$ cat src/rtl/ps2_scan_receiver_if.sv
`default_nettype none
// ============================================================================
// Module      : ps2_scan_receiver_if
// Description : Groups the PS/2 pin pair and the received-byte outputs of
//               the scan-code receiver into one bundle.
// Revision    : 1.0  initial release
// ============================================================================
interface ps2_scan_receiver_if;
    logic        kclk;
    logic        data;
    logic [15:0] lastSent;
    logic        byteValid;
    logic        frameErr;
    logic        led;

    // Keyboard/stimulus side: drives the PS/2 pins, observes the results
    modport master (
        output kclk,
        output data,
        input  lastSent,
        input  byteValid,
        input  frameErr,
        input  led
    );

    // Receiver side: samples the PS/2 pins, drives the results
    modport slave (
        input  kclk,
        input  data,
        output lastSent,
        output byteValid,
        output frameErr,
        output led
    );
endinterface
`default_nettype wire

$ cat src/rtl/ps2_scan_receiver.sv
`default_nettype none
// ============================================================================
// Module      : ps2_scan_receiver
// Description : PS/2 keyboard frame receiver. Synchronizes kclk/data,
//               samples one bit per kclk falling edge, checks start, odd
//               parity and stop, and keeps the last two accepted bytes.
// Revision    : 1.0  initial release
// ============================================================================
module ps2_scan_receiver #(
    parameter int TIMEOUT_CYCLES = 50000,
    parameter int SYNC_STAGES    = 2
) (
    input  wire logic          Clk,
    input  wire logic          Reset,
    ps2_scan_receiver_if.slave bus
);

    localparam int c_TO_WIDTH = $clog2(TIMEOUT_CYCLES + 1);
    localparam logic [c_TO_WIDTH-1:0] c_TO_LIMIT = c_TO_WIDTH'(TIMEOUT_CYCLES);
    localparam logic [7:0] c_BREAK_CODE = 8'hF0;

    typedef enum logic [1:0] {
        IDLE   = 2'd0,
        DATA   = 2'd1,
        PARITY = 2'd2,
        STOP   = 2'd3
    } state_t;

    logic [SYNC_STAGES-1:0] kclk_sync_q, kclk_sync_d;
    logic [SYNC_STAGES-1:0] data_sync_q, data_sync_d;
    logic                   kclk_prev_q, kclk_prev_d;
    state_t                 state_q, state_d;
    logic [2:0]             bit_cnt_q, bit_cnt_d;
    logic [7:0]             shift_q, shift_d;
    logic                   parity_ok_q, parity_ok_d;
    logic [c_TO_WIDTH-1:0]  timeout_q, timeout_d;
    logic                   accept_q, accept_d;
    logic [15:0]            last_sent_q, last_sent_d;
    logic                   byte_valid_q, byte_valid_d;
    logic                   frame_err_q, frame_err_d;
    logic                   led_q, led_d;

    logic w_fall_strobe;
    logic w_data_bit;
    logic w_timeout_hit;
    logic w_err_set;

    // Falling edge of the synchronized clock and the bit it qualifies
    assign w_fall_strobe = kclk_prev_q & ~kclk_sync_q[SYNC_STAGES-1];
    assign w_data_bit    = data_sync_q[SYNC_STAGES-1];
    assign w_timeout_hit = (state_q != IDLE) && (timeout_q == c_TO_LIMIT);

    // Next-state logic: synchronizers, frame FSM, timeout and output update
    always_comb begin
        kclk_sync_d    = kclk_sync_q;
        data_sync_d    = data_sync_q;
        kclk_sync_d[0] = bus.kclk;
        data_sync_d[0] = bus.data;
        for (int i = 1; i < SYNC_STAGES; i++) begin
            kclk_sync_d[i] = kclk_sync_q[i-1];
            data_sync_d[i] = data_sync_q[i-1];
        end
        kclk_prev_d  = kclk_sync_q[SYNC_STAGES-1];
        state_d      = state_q;
        bit_cnt_d    = bit_cnt_q;
        shift_d      = shift_q;
        parity_ok_d  = parity_ok_q;
        timeout_d    = timeout_q;
        accept_d     = 1'b0;
        last_sent_d  = last_sent_q;
        byte_valid_d = 1'b0;
        frame_err_d  = frame_err_q;
        led_d        = led_q;
        w_err_set    = 1'b0;

        // Timeout counter runs only inside a frame and restarts on each bit
        if (state_q == IDLE || w_fall_strobe) begin
            timeout_d = '0;
        end else if (timeout_q != c_TO_LIMIT) begin
            timeout_d = timeout_q + c_TO_WIDTH'(1);
        end

        // Expiry wins over a coincident strobe; that strobe is dropped
        if (w_timeout_hit) begin
            state_d   = IDLE;
            bit_cnt_d = 3'd0;
            timeout_d = '0;
            w_err_set = 1'b1;
        end else if (w_fall_strobe) begin
            case (state_q)
                IDLE: begin
                    if (!w_data_bit) begin
                        state_d   = DATA;
                        bit_cnt_d = 3'd0;
                    end else begin
                        w_err_set = 1'b1;
                    end
                end
                DATA: begin
                    shift_d[bit_cnt_q] = w_data_bit;
                    if (bit_cnt_q == 3'd7) begin
                        state_d   = PARITY;
                        bit_cnt_d = 3'd0;
                    end else begin
                        bit_cnt_d = bit_cnt_q + 3'd1;
                    end
                end
                PARITY: begin
                    parity_ok_d = ^{shift_q, w_data_bit};
                    state_d     = STOP;
                end
                STOP: begin
                    if (w_data_bit && parity_ok_q) begin
                        accept_d = 1'b1;
                    end else begin
                        w_err_set = 1'b1;
                    end
                    state_d = IDLE;
                end
            endcase
        end

        // Accepted byte is published one cycle after the stop bit
        if (accept_q) begin
            last_sent_d  = {last_sent_q[7:0], shift_q};
            byte_valid_d = 1'b1;
            frame_err_d  = 1'b0;
            led_d        = (shift_q == c_BREAK_CODE);
        end
        if (w_err_set) begin
            frame_err_d = 1'b1;
        end
    end

    // State registers; synchronizers reset to the idle-high bus level
    always_ff @(posedge Clk or posedge Reset) begin
        if (Reset) begin
            kclk_sync_q  <= '1;
            data_sync_q  <= '1;
            kclk_prev_q  <= 1'b1;
            state_q      <= IDLE;
            bit_cnt_q    <= 3'd0;
            shift_q      <= 8'h00;
            parity_ok_q  <= 1'b0;
            timeout_q    <= '0;
            accept_q     <= 1'b0;
            last_sent_q  <= 16'h0000;
            byte_valid_q <= 1'b0;
            frame_err_q  <= 1'b0;
            led_q        <= 1'b0;
        end else begin
            kclk_sync_q  <= kclk_sync_d;
            data_sync_q  <= data_sync_d;
            kclk_prev_q  <= kclk_prev_d;
            state_q      <= state_d;
            bit_cnt_q    <= bit_cnt_d;
            shift_q      <= shift_d;
            parity_ok_q  <= parity_ok_d;
            timeout_q    <= timeout_d;
            accept_q     <= accept_d;
            last_sent_q  <= last_sent_d;
            byte_valid_q <= byte_valid_d;
            frame_err_q  <= frame_err_d;
            led_q        <= led_d;
        end
    end

    assign bus.lastSent  = last_sent_q;
    assign bus.byteValid = byte_valid_q;
    assign bus.frameErr  = frame_err_q;
    assign bus.led       = led_q;

endmodule
`default_nettype wire

$ cat src/flat_wrapper.sv
// flat-port wrapper written by rule: the top's interface ports become plain ports
module ps2_scan_receiver_flat 
#(
    parameter int TIMEOUT_CYCLES = 50000,
    parameter int SYNC_STAGES    = 2
)
  (Clk, Reset, bus_kclk, bus_data, bus_lastSent, bus_byteValid, bus_frameErr, bus_led);
  ps2_scan_receiver_if bus_i ();
  input  wire logic Clk;
  input  wire logic Reset;
  input wire logic [$bits(bus_i.kclk)-1:0] bus_kclk;
  input wire logic [$bits(bus_i.data)-1:0] bus_data;
  output wire logic [$bits(bus_i.lastSent)-1:0] bus_lastSent;
  output wire logic [$bits(bus_i.byteValid)-1:0] bus_byteValid;
  output wire logic [$bits(bus_i.frameErr)-1:0] bus_frameErr;
  output wire logic [$bits(bus_i.led)-1:0] bus_led;
  assign bus_i.kclk = bus_kclk;
  assign bus_i.data = bus_data;
  assign bus_lastSent = bus_i.lastSent;
  assign bus_byteValid = bus_i.byteValid;
  assign bus_frameErr = bus_i.frameErr;
  assign bus_led = bus_i.led;
  ps2_scan_receiver #(.TIMEOUT_CYCLES(TIMEOUT_CYCLES), .SYNC_STAGES(SYNC_STAGES)) u_core (.Clk(Clk), .Reset(Reset), .bus(bus_i));
endmodule
$ cat config.mk
export PLATFORM = sky130hd
export DESIGN_NAME = ps2_scan_receiver_flat
export DESIGN_NICKNAME = d
export VERILOG_FILES = /design/src/rtl/ps2_scan_receiver_if.sv /design/src/rtl/ps2_scan_receiver.sv /design/src/flat_wrapper.sv
export SDC_FILE = /design/constraint.sdc
export NUM_CORES = 1
export LEC_CHECK = 0
export CAP_MARGIN = 20
export CORE_ASPECT_RATIO = 0.9
export CORE_UTILIZATION = 60
export DETAILED_ROUTE_END_ITERATION = 8
export GPL_ROUTABILITY_DRIVEN = 0
export PLACE_DENSITY_LB_ADDON = 0.3
export REMOVE_ABC_BUFFERS = 1
export SYNTH_ARGS = -nofsm -noshare
export SYNTH_HDL_FRONTEND = slang
export SYNTH_SLANG_ARGS = --single-unit
$ cat constraint.sdc
create_clock -name Clk -period 5.3 [get_ports Clk]
set_clock_uncertainty 0.2 [all_clocks]
set_input_delay 1.06 -clock Clk [delete_from_list [all_inputs] [get_ports Clk]]
set_output_delay 1.06 -clock Clk [all_outputs]
set_load 0.01 [all_outputs]
==> out/qor.yml, run 1 <==
sta:
  rsz0062_at_grt: "no"
  post-route-min-period_ns: 2.51
  report.final.setup_viol: 0
  setup-tns-final_ns: 0
  drv_slew: 0
  timing.fmax_mhz: 399
  final_hold_viol_count: 0
  max-slew-margin-rel_pct: 48.1
  fin_crit_sh_pct: 47.3
  tightest_slew_ns: 0.779
yosys:
  seq_area_frac_synth_pct: 53.8
  synth_top_area_share_pct: 48.7
  yosysTopAreaCell: "dfrtp_1"
  synth_edf_count: 0
  yosysUniqueCellTypes: 42
  yosysWarnings: 0
  async_flop_share_pct: 100
  syn-cell-area_um2: 2570
  ys.flop_type: "dfrtp_1"
  synth_seq_cells: 55
  yosys-top-cells-area: "dfrtp_1 49%, mux2_2 10%, dfstp_2 5.1%"
  syn_area_per_cell_um2: 11.9
  synth_cells: 216
outcome:
  outcome: "finished, violations left"
  violations: "design-rule violations"
floorplanning:
  die_area_um2: 4550
  ioPinCount: 23
  start_util_pct: 62.7
  die_x_um: 71.0
  core-area_um2: 4100
  num_rows: 22
  die_y_um: 64.1
cts:
  cts_resized: 0
  cts_buffer_depth: 2
  clkSinkCount: 55
  insertion_delay_ns: 0.30
  clockRootBuffer: "clkbuf_8"
  ctsHoldBuffers: 0
  cts_tree: "built"
  path_clk_slew_ns: 0.08
  htreeDepth: 2
  post_cts_buffers: 0
  cts_made_buffers: 5
cells_and_area:
  antennaDiodeCount: 0
  final_nets: 252
  stdcell_count: 288
  synthToLayoutAreaGrowth_pct: 14.5
  drive_above_1_share_pct: 17.5
setup_path:
  crit_arrival_ns: 2.47
  crit_type: "register to register"
  worstSetupEndpointType: "register"
  required_ns: 5.27
  crit_fanout: 16
  r2r_slack_ns: 2.79
  startpoint_type: "register"
hold_path:
  hold_class: "register to register"
run:
  maxCapViolCount: 0
pwr:
  power.leakage_nw: 1.30
  power_density_nw_per_um2: 352
  irDropWorstVdd_uv: 233
drt:
  wl_per_cell_um: 15.6
  vias: 1704
  initialDrtViolationCount: 140
  postRouteWirelength_mm: 4.50
  detail-route-antenna-nets: 0
  vias_per_cell: 5.92
  drc: 4
  dr.pass1.iters: 8
place:
  hpwlAfterDp_mm: 2.95
  port_buffers: 22
  place_inst: 279
grt:
  antenna_found_initial: 0
  grt_max_degree: 56
  globalRoute.totalOverflow: 0
  grt_usage_pct: 21.6
  grt_pass1_vias: 1558
  grt_pass1_wl_mm: 7.56
==> per-stage QoR <==
stage / worst slack (ns) / utilization (%) / instance area, um2 / hold WS (ns) / power, mW
3_5_place_dp: 2.67 / 68.7 / 2820 / 0.148 / 0.771
2_1_floorplan: 2.71 / - / 2540 / 0.145 / 0.698
4_1_cts: 2.79 / 71.3 / 2920 / 0.161 / 1.04
6_report: 2.79 / 71.8 / 2940 / 0.160 / 1.03
5_1_grt: 2.60 / 71.8 / 2940 / 0.165 / 1.09
3_3_place_gp: 2.68 / 68.7 / 2820 / 0.145 / 0.759
==> cell usage in the layout, fill, tap and decap left out, types with 3 or more instances in the layout <==
cell type | Yosys | layout
nand2_1 | 8 | 8
nand4_1 | 3 | 3
clkdlybuf4s50_1 | 0 | 22
nand3_1 | 8 | 8
inv_1 | 9 | 8
ha_1 | 9 | 9
clkbuf_8 | 0 | 5
nor4_1 | 9 | 9
a32o_1 | 3 | 3
or3_1 | 5 | 5
o21ai_0 | 8 | 8
a21oi_1 | 5 | 5
dfrtp_1 | 50 | 50
nand2b_1 | 3 | 3
xnor2_1 | 9 | 9
nor2_1 | 18 | 18
xor2_1 | 6 | 6
mux2_2 | 23 | 23
dfstp_2 | 5 | 5
==> power breakdown <==
part | internal, mW | total [mW] | leakage (nW) | switching [mW]
Sequential | 0.467 | 0.522 | 0.736 | 0.0554
Clock | 0.141 | 0.266 | 0.0524 | 0.124
Combinational | 0.119 | 0.247 | 0.514 | 0.129
Total | 0.727 | 1.03 | 1.30 | 0.308
==> worst max-delay path, stage by stage, from the launching register on <==
cell and delay [ns]:
dfrtp_1 0.40, inv_1 0.10, ha_1 0.26, nor4bb_1 0.42, and4_4 0.40, or3_1 0.48
nor2_1 0.12
==> state kept, by name, indices dropped and copies added (netlist names) <==
register              count
u_core.accept_q           1
u_core.bit_cnt_q          3
u_core.bus.byteValid      1
u_core.bus.frameErr       1
u_core.bus.lastSent      16
u_core.bus.led            1
u_core.data_sync_q        2
u_core.kclk_prev_q        1
u_core.kclk_sync_q        2
u_core.parity_ok_q        1
u_core.shift_q            8
u_core.state_q            2
u_core.timeout_q         16
==> final timing paths <==
check,start,to,cells past startpoint
max,u_core.state_q[0],u_core.timeout_q[5],6
min,u_core.data_sync_q[0],u_core.data_sync_q[1],0
max reg2reg,u_core.state_q[0],u_core.timeout_q[5],6
min reg2reg,u_core.data_sync_q[0],u_core.data_sync_q[1],0
max in group asynchronous,Reset,u_core.data_sync_q[0],3
min in group asynchronous,Reset,u_core.timeout_q[10],2
==> cells in the mapped netlist (2+ instances only) <==
master and number:
a32o_1 3, nor4_1 9, a21oi_1 5, inv_1 9
ha_1 9, and3_1 2, nand3b_1 2, or3_1 5
nor2b_1 2, a22o_1 2, nor2_1 18, xor2_1 6
nand3_1 8, xnor2_1 9, nor4b_1 2, mux2_2 23
nand2_1 8, clkbuf_1 4, dfrtp_1 50, nand4_1 3
o21ai_0 8, nand2b_1 3, dfstp_2 5, o31ai_1 2
buf_4 2
==> layer usage <==
metal  routed length, um  track usage [%]  up-vias
met5                   0                0        -
met2                2070             31.7       32
met3                 135             3.79        8
met1                2230             32.5      850
met4                  65             7.50        0
li1                    -                -      814
==> cell type report <==
class | count | area, um2
Clock inverter | 1 | 30.0
Clock buffer | 7 | 76.3
Fill cell | 311 | 1160
Tap cell | 48 | 60.1
Multi-Input combinational cell | 145 | 1120
Sequential cell | 55 | 1380
Inverter | 9 | 33.8
Timing Repair Buffer | 23 | 240
==> kinds of logic (layout without fill, tap and decap cells) <==
| family | after synthesis | after routing | share of synthesized area [%] |
|---|---|---|---|
| AOI/OAI and AO/OA | 22 | 22 | 5.60 |
| DFF | 55 | 55 | 53.8 |
| and+or+nand+nor | 74 | 74 | 17.0 |
| adders and majority gates | 9 | 9 | 4.38 |
| xor gates and xnor gates | 16 | 16 | 5.99 |
| buffers and inverters | 16 | 40 | 2.63 |
| muxes | 24 | 24 | 10.7 |
Power figures use the tool's default switching activity.
==> run 2: changes to the inputs <==
--- a/config.mk
+++ b/config.mk
@@ -7,7 +7,7 @@
 export LEC_CHECK = 0
 export CAP_MARGIN = 20
 export CORE_ASPECT_RATIO = 0.9
-export CORE_UTILIZATION = 60
+export CORE_UTILIZATION = 57
 export DETAILED_ROUTE_END_ITERATION = 8
 export GPL_ROUTABILITY_DRIVEN = 0
 export PLACE_DENSITY_LB_ADDON = 0.3
==> constraint.sdc (replaced) <==
create_clock -name Clk -period 2.46 [get_ports Clk]
set_clock_uncertainty 0.2 [all_clocks]
set_input_delay 0.492 -clock Clk [delete_from_list [all_inputs] [get_ports Clk]]
set_output_delay 0.492 -clock Clk [all_outputs]
set_load 0.01 [all_outputs]
==> run 2 against run 1 <==
  * Power increased by 120%
  * Critical path type unchanged
  * The flow now finishes without violations
  * Core utilization decreased by 0.81 points
  * Sequential power increased by 110%
  * Register-to-register slack got worse by 2.6 ns
==> out/qor.yml, run 2 (synthesis results as in run 1) <==
floorplanning:
  die_x_um: 72.8  # was 71.0 um
  start_util_pct: 61.1  # was 62.7%
  die_area_um2: 4780  # was 4550 um2
  core-area_um2: 4210  # was 4100 um2
  die_y_um: 65.7  # was 64.1 um
  num_rows: 22  # unchanged
  ioPinCount: 23  # unchanged
setup_path:
  startpoint_type: "register"  # unchanged
  crit_fanout: 14  # was 16
  required_ns: 2.45  # was 5.27 ns
  worstSetupEndpointType: "register"  # unchanged
  crit_type: "register to register"  # unchanged
  crit_arrival_ns: 2.27  # was 2.47 ns
  regToRegStartpoint: "u_core.state_q[0]"  # unchanged
  worst_r2r_path_depth: 6  # unchanged
  rr_endpoint: "u_core.bit_cnt_q[1]"  # was u_core.timeout_q[5]
  r2r_slack_ns: 0.18  # was 2.79 ns
sta:
  drv_slew: 0  # unchanged
  tightest_slew_ns: 0.789  # was 0.779 ns
  report.final.setup_viol: 0  # unchanged
  final_hold_viol_count: 0  # unchanged
  post-route-min-period_ns: 2.28  # was 2.51 ns
  rsz0062_at_grt: "no"  # unchanged
  fin_crit_sh_pct: 92.6  # was 47.3%
  setup-tns-final_ns: 0  # unchanged
  setup_ws_ns: 0.181  # was 2.79 ns
  timing.fmax_mhz: 439  # was 399 MHz
  max-slew-margin-rel_pct: 47.4  # was 48.1%
  hold_slack_ns: 0.162  # was 0.160 ns
cells_and_area:
  final_nets: 256  # was 252
  mostFrequentLayoutCells: "50 x dfrtp_1, 23 x mux2_2, 22 x clkdlybuf4s50_1"  # unchanged
  antennaDiodeCount: 0  # unchanged
  post-route-util_pct: 71.0  # was 71.8%
  stdcell_count: 303  # was 288
  final_common_cell: "dfrtp_1"  # unchanged
  fin_area_um2: 2990  # was 2940 um2
  synthToLayoutAreaGrowth_pct: 16.3  # was 14.5%
  drive_above_1_share_pct: 19.3  # was 17.5%
grt:
  grt_pass1_wl_mm: 7.69  # was 7.56 mm
  grt_max_degree: 25  # was 56
  grt_pass1_vias: 1606  # was 1,558
  grt_usage_pct: 21.5  # was 21.6%
  globalRoute.totalOverflow: 0  # unchanged
  antenna_found_initial: 0  # unchanged
hold_path:
  whs_path_depth: 0  # unchanged
  hold_class: "register to register"  # unchanged
  holdCritStartpoint: "u_core.kclk_sync_q[0]"  # was u_core.data_sync_q[0]
  min_to: "u_core.kclk_sync_q[1]"  # was u_core.data_sync_q[1]
place:
  place_inst: 296  # was 279
  place_area_um2: 2880  # was 2820 um2
  hpwlAfterDp_mm: 3.10  # was 2.95 mm
  post-place-ws_ns: 0.230  # was 2.67 ns
  port_buffers: 22  # unchanged
cts:
  ctsHoldBuffers: 0  # unchanged
  post_cts_buffers: 0  # unchanged
  htreeDepth: 2  # unchanged
  cts_resized: 0  # unchanged
  path_clk_slew_ns: 0.09  # was 0.08 ns
  cts_made_buffers: 5  # unchanged
  clkSinkCount: 55  # unchanged
  clockRootBuffer: "clkbuf_8"  # unchanged
  cts_tree: "built"  # unchanged
  cts_buffer_depth: 2  # unchanged
  insertion_delay_ns: 0.30  # about the same
run:
  maxCapViolCount: 0  # unchanged
drt:
  drc: 0  # was 4
  vias: 1658  # was 1,704
  postRouteWirelength_mm: 4.32  # was 4.50 mm
  initialDrtViolationCount: 94  # was 140
  dr.pass1.iters: 4  # was 8
  detail-route-antenna-nets: 0  # unchanged
  wl_per_cell_um: 14.3  # was 15.6 um
  vias_per_cell: 5.47  # was 5.92
pwr:
  irDropWorstVdd_uv: 774  # was 233 uV
  power.leakage_nw: 1.32  # was 1.30 nW
  finalPower_mw: 2.24  # was 1.03 mW
  power_density_nw_per_um2: 748  # was 352 nW/um2
outcome:
  outcome: "completed"  # was finished, violations left
## run 2: cell type report
| cell class | instances | area (um2) |
|---|---|---|
| clock buffer | 5 | 68.8 |
| clock inverter | 2 | 37.5 |
| fill | 315 | 1220 |
| inverter | 9 | 33.8 |
| multi-input combinational | 145 | 1120 |
| sequential | 55 | 1380 |
| tap | 60 | 75.1 |
| timing repair buffer | 27 | 270 |
## run 2: critical path, cell delays in order, from the launching register on
cell	delay, ns
dfrtp_1	0.40
inv_1	0.10
ha_1	0.24
nor4bb_1	0.38
and4_4	0.39
o21ai_0	0.20
a32o_1	0.25
## run 2: worst max-delay path by stage
stage                           start             endpoint  slack (ns)  cells past startpoint
floorplan           u_core.state_q[1]    u_core.shift_q[1]        0.32                      5
global placement    u_core.state_q[0]    u_core.shift_q[1]        0.30                      6
detailed placement  u_core.state_q[0]    u_core.shift_q[1]        0.23                      6
CTS                 u_core.state_q[0]  u_core.bit_cnt_q[1]        0.19                      6
global route        u_core.state_q[0]  u_core.bit_cnt_q[1]        0.04                      6
finish              u_core.state_q[0]  u_core.bit_cnt_q[1]        0.18                      6
## run 2: power breakdown
part           total, mW  internal (mW)  switching, mW
registers           1.12           1.01          0.118
logic              0.544          0.271          0.273
clock network      0.569          0.298          0.271
total               2.24           1.57          0.663
## run 2: layer usage
metal | track usage, % | part of all wire (%) | vias up
li1 | - | - | 828
met1 | 31.9 | 50 | 789
met2 | 32.5 | 45 | 36
met3 | 4.14 | 3.8 | 5
met4 | 5.88 | 1.0 | 0
met5 | 0 | 0 | -
==> edit 1 (config.mk and constraints of run 2) <==
`SYNC_STAGES` is set to 2 in 2 places; all go to 4.
--- a/src/rtl/ps2_scan_receiver.sv
+++ b/src/rtl/ps2_scan_receiver.sv
@@ -8,7 +8,7 @@
 // ============================================================================
 module ps2_scan_receiver #(
     parameter int TIMEOUT_CYCLES = 50000,
-    parameter int SYNC_STAGES    = 2
+    parameter int SYNC_STAGES    = 4
 ) (
     input  wire logic          Clk,
     input  wire logic          Reset,
--- a/src/flat_wrapper.sv
+++ b/src/flat_wrapper.sv
@@ -2,7 +2,7 @@
 module ps2_scan_receiver_flat 
 #(
     parameter int TIMEOUT_CYCLES = 50000,
-    parameter int SYNC_STAGES    = 2
+    parameter int SYNC_STAGES    = 4
 )
   (Clk, Reset, bus_kclk, bus_data, bus_lastSent, bus_byteValid, bus_frameErr, bus_led);
   ps2_scan_receiver_if bus_i ();
Check against the original RTL: not equivalent (Yosys sat finds a counterexample within 4 cycles, from zero or initial values and one cycle with Reset high).
==> edit 1 against run 2 <==
Sequential cell count grew 4; synthesized area grew 2.7%; worst setup slack gained 0.020 ns; global-route usage shrank 0.93 points; cell area grew 6.0%; power grew 23%; count of clock-buffer cells in the layout grew 7; via count grew 1.3%; combinational power grew 2%; wire length grew 2.6%; non-clock buffer count shrank 1; core utilization grew 0.077 points; critical endpoint is now u_core.shift_q[4].
==> edit 1: results (changes against run 2) <==
Outcome
The flow ran to the end, and the final reports show no timing, DRC or antenna violations.

GRT
The maximum number of pins on one net before global-route repair came to 60 (+140%). The aggregate global-route resource usage came to 0.206 (-0.00934). The via count of the first global-routing pass is 1,507 (-6.2%). The first-pass GRT wire length is 7090 um (-7.9%).

Synthesis
The fraction of synthesized area in multiplexers was 0.102 (-0.00420). The count of distinct cell types in the synthesized netlist is 37 (-12%). The average cell area after synthesis was 12.2 um^2 (+2.2%). The share of synthesized area occupied by flip-flops and latches came to 0.564 (+0.0258). The commonest cells after synthesis are sky130_fd_sc_hd__dfrtp_1, sky130_fd_sc_hd__nor2_1, sky130_fd_sc_hd__mux2_2. The share of the synthesized netlist area taken by xor and xnor gates is 0.0730 (+0.0131). The synthesized-area fraction occupied by ao, oa, aoi and oai cells is 0.0469 (-0.00904). Sorting the synthesized cells by area gives the leading types as sky130_fd_sc_hd__dfrtp_1, sky130_fd_sc_hd__dfstp_2, sky130_fd_sc_hd__mux2_2.

The adder-cell share of the synthesized area was 0.0427 (-0.00114).

Cells and area
The number of antenna cells inserted is 0 (unchanged). The count of filler cells inserted in the layout is 334 (+6.0%). The final cell count without fillers is 315 (+4.0%). The final net count is 261 (+2.0%).

The fraction of final layout cells with drive strength greater than 1 came to 0.186 (-0.00764).

Detailed routing
The detailed router's first-iteration violation count is 116 (+23%). The average vias per placed instance came to 5.33 (-2.5%). The per-cell routed wire length is 14.1 um (-1.3%).

Power and ir drop
The maximum resistive drop on vdd is 0.000510 V (-34%). The leakage power summed over all cells was 1.42 nW (+7.8%).

Timing
The measured slew at the worst slew-check pin was 0.539 ns (-0.250 ns). The worst hold slack is 0.152 ns (-0.0104 ns). The worst-case setup margin in the final layout was 0.202 ns (+0.0204 ns).

Placed design
The placement-stage worst setup slack is 0.224 ns (-0.00632 ns). The area after detailed placement is 0.00294 mm^2 (+2.0%). The HPWL reported at the end of detailed placement is 2970 um (-4.2%). The number of placed instances, taps included is 299 (+1.0%).

Clock network
The number of clock buffers inserted by TritonCTS is 9 (+4). The clock transition at the registers of the reported paths was 0.07 ns (-0.02 ns). The worst-skew pair later-pin latency is 0.34 ns (+0.04 ns). The count of H-tree levels built during CTS was 3 (+1).

Setup path
The highest net fanout along the worst path was 10 (-4). The endpoint of the most critical register-to-register path is u_core.shift_q[4]. The reg2reg setup slack was 0.20 ns (+0.02 ns).

Hold path
The count of cells along the worst hold path was 0 (unchanged). The launch point of the worst hold path is u_core.kclk_sync_q[0].
[edit 1: cell count changes after synthesis, sizes merged, moves of 5 or more]
cell	run 2	this run
o21ai	8	3
xor2	6	12
or3	6	1
nor2	18	25
[edit 1: layout make-up]
| class | instances | area (um^2) | share of cell area |
|---|---|---|---|
| clock buffers | 12 | 155 | 0.0490 |
| clock inverters | 4 | 72.6 | 0.0229 |
| well taps | 62 | 77.6 | 0.0245 |
| flip-flops and latches | 59 | 1490 | 0.469 |
| inverters | 9 | 33.8 | 0.0107 |
| repair buffers | 26 | 263 | 0.0829 |
| multi-input cells | 143 | 1080 | 0.341 |
[edit 1: logic make-up after synthesis]
kind of cell             Yosys count
flip-flops                        59
AND/OR/NAND/NOR                   74
XOR/XNOR                          22
multiplexers                      24
AO/OA/AOI/OAI                     14
buffers and inverters             15
adder cells (fa/ha/maj)            9
[edit 1: worst max-delay path: stages, from the launching register on]
cell	delay, ns
sky130_fd_sc_hd__dfrtp_1	0.39
sky130_fd_sc_hd__inv_1	0.09
sky130_fd_sc_hd__ha_1	0.26
sky130_fd_sc_hd__nand3b_1	0.24
sky130_fd_sc_hd__o31ai_4	0.49
sky130_fd_sc_hd__nor4_1	0.14
sky130_fd_sc_hd__mux2_1	0.33
[edit 1: power by group]
group / internal [mW] / leakage, nW / total, mW / switching (mW)
Clock: 0.624 / 0.113 / 0.990 / 0.366
Combinational: 0.259 / 0.531 / 0.555 / 0.296
Sequential: 1.08 / 0.778 / 1.21 / 0.126
[edit 1: worst max path at each step]
stage                                 start                 to  depth (start not counted)
after detailed placement  u_core.state_q[0]  u_core.shift_q[4]                          6
final                     u_core.state_q[0]  u_core.shift_q[4]                          6
after global placement    u_core.state_q[0]  u_core.shift_q[1]                          6
after CTS                 u_core.state_q[0]  u_core.shift_q[4]                          6
after floorplan                       Reset    u_core.accept_q                          1
after global routing      u_core.state_q[0]  u_core.shift_q[0]                          6
[edit 1: routing by layer]
metal  track usage  vias up  share of wire
met5             0        -              0
met4         0.101        0          0.019
met3        0.0772       10          0.047
met2         0.269       39           0.42
met1         0.296      814           0.51
li1              -      817              -
==> edit 2 (flow settings as in run 2) <==
Made on the original files. Re-encode `state_t` (4 states) as Gray code, 2 bits wide.
--- a/src/rtl/ps2_scan_receiver.sv
+++ b/src/rtl/ps2_scan_receiver.sv
@@ -20,10 +20,10 @@
     localparam logic [7:0] c_BREAK_CODE = 8'hF0;
 
     typedef enum logic [1:0] {
-        IDLE   = 2'd0,
-        DATA   = 2'd1,
-        PARITY = 2'd2,
-        STOP   = 2'd3
+        IDLE   = 2'b00,
+        DATA   = 2'b01,
+        PARITY = 2'b11,
+        STOP   = 2'b10
     } state_t;
 
     logic [SYNC_STAGES-1:0] kclk_sync_q, kclk_sync_d;
Formal check against the unedited RTL: same outputs for any inputs over 10 cycles, from zero or initial values and one cycle with Reset high; not proved beyond that.
==> edit 2 against run 2 <==
Combinational power up 18%; wire length fell by 1.8%; core utilization decreased by 0.13 points; power is 11% higher; first-iteration DRC count is 3.2% higher; highest routed layer unchanged; cell area decreased by 0.84%; fmax up 6.3%; worst setup slack gained 0.14 ns; sequential cell count did not move; synthesized area down 1.3%; cell count decreased by 0.33%; sequential share of layout area up 0.39 points.
==> edit 2: results (changes against run 2) <==
Cells and area
The final cell count without fillers is 302 (-0.33%). The multi-input combinational cell area is 0.00110 mm^2 (-2.2%). The fraction of final layout cells with drive strength greater than 1 is 0.198 (+0.00493). The final net count is 249 (-2.7%).

GRT
The met1 routing resource usage after global routing came to 0.316 (-0.00308). The global routing met2 resource utilization was 0.304 (-0.0210). The via count of the first global-routing pass is 1,635 (+1.8%). The maximum number of pins on one net before global-route repair is 56 (+120%). The aggregate global-route resource usage is 0.208 (-0.00673).

Detailed routing
The detailed router's first-iteration violation count is 97 (+3.2%). The sum of routed wire length over all layers was 4250 um (-1.8%). The routed wire length on met3 was 178 um (+7.9%). The met2 wire length was 1850 um (-4.3%). The average vias per placed instance is 5.46 (-0.27%).

Synthesis
After synthesis, the cell types taking the most area are sky130_fd_sc_hd__dfrtp_1, sky130_fd_sc_hd__mux2_2, sky130_fd_sc_hd__dfstp_2. The adder-cell share of the synthesized area is 0.0197 (-0.0241). In the synthesized netlist, the cells that appear most often are sky130_fd_sc_hd__dfrtp_1, sky130_fd_sc_hd__mux2_2, sky130_fd_sc_hd__nor2_1. The synthesized instance count is 214 (-0.93%). The share of the synthesized netlist area taken by xor and xnor gates is 0.0690 (+0.00915).

Timing
The measured slew at the worst slew-check pin is 0.505 ns (-0.284 ns). The worst-case setup margin in the final layout was 0.317 ns (+0.136 ns).

Outcome
The run finished with clean final reports.

Setup path
The highest net fanout along the worst path is 8 (-6). The arrival time of data at the critical path endpoint is 2.14 ns (-0.13 ns).

Power and ir drop
The maximum resistive drop on vdd came to 0.000626 V (-19%). The leakage power summed over all cells is 1.34 nW (+1.8%).

Placed design
The placement-stage worst setup slack is 0.342 ns (+0.112 ns).
edit 2: power by group through the flow:
stage	Clock, mW	Combinational (mW)	Sequential (mW)
2_1_floorplan	0	0.503	1.20
3_3_place_gp	0	0.627	1.23
3_5_place_dp	0	0.647	1.24
4_1_cts	0.623	0.653	1.23
5_1_grt	0.651	0.724	1.26
6_report	0.605	0.640	1.23
edit 2: layout make-up:
cell class | instances | area share
tap | 60 | 0.0253
inverter | 10 | 0.0127
timing repair buffer | 25 | 0.0861
multi-input combinational | 144 | 0.370
clock inverter | 2 | 0.0118
clock buffer | 6 | 0.0279
sequential | 55 | 0.466
edit 2: path summary, 6_finish.rpt:
kind | end | depth (start not counted)
worst max-delay path | u_core.shift_q[7] | 5
worst min-delay path | u_core.data_sync_q[1] | 0
worst max register to register | u_core.shift_q[7] | 5
worst min register to register | u_core.data_sync_q[1] | 0
max in group asynchronous | u_core.data_sync_q[0] | 3
min in group asynchronous | u_core.timeout_q[1] | 3
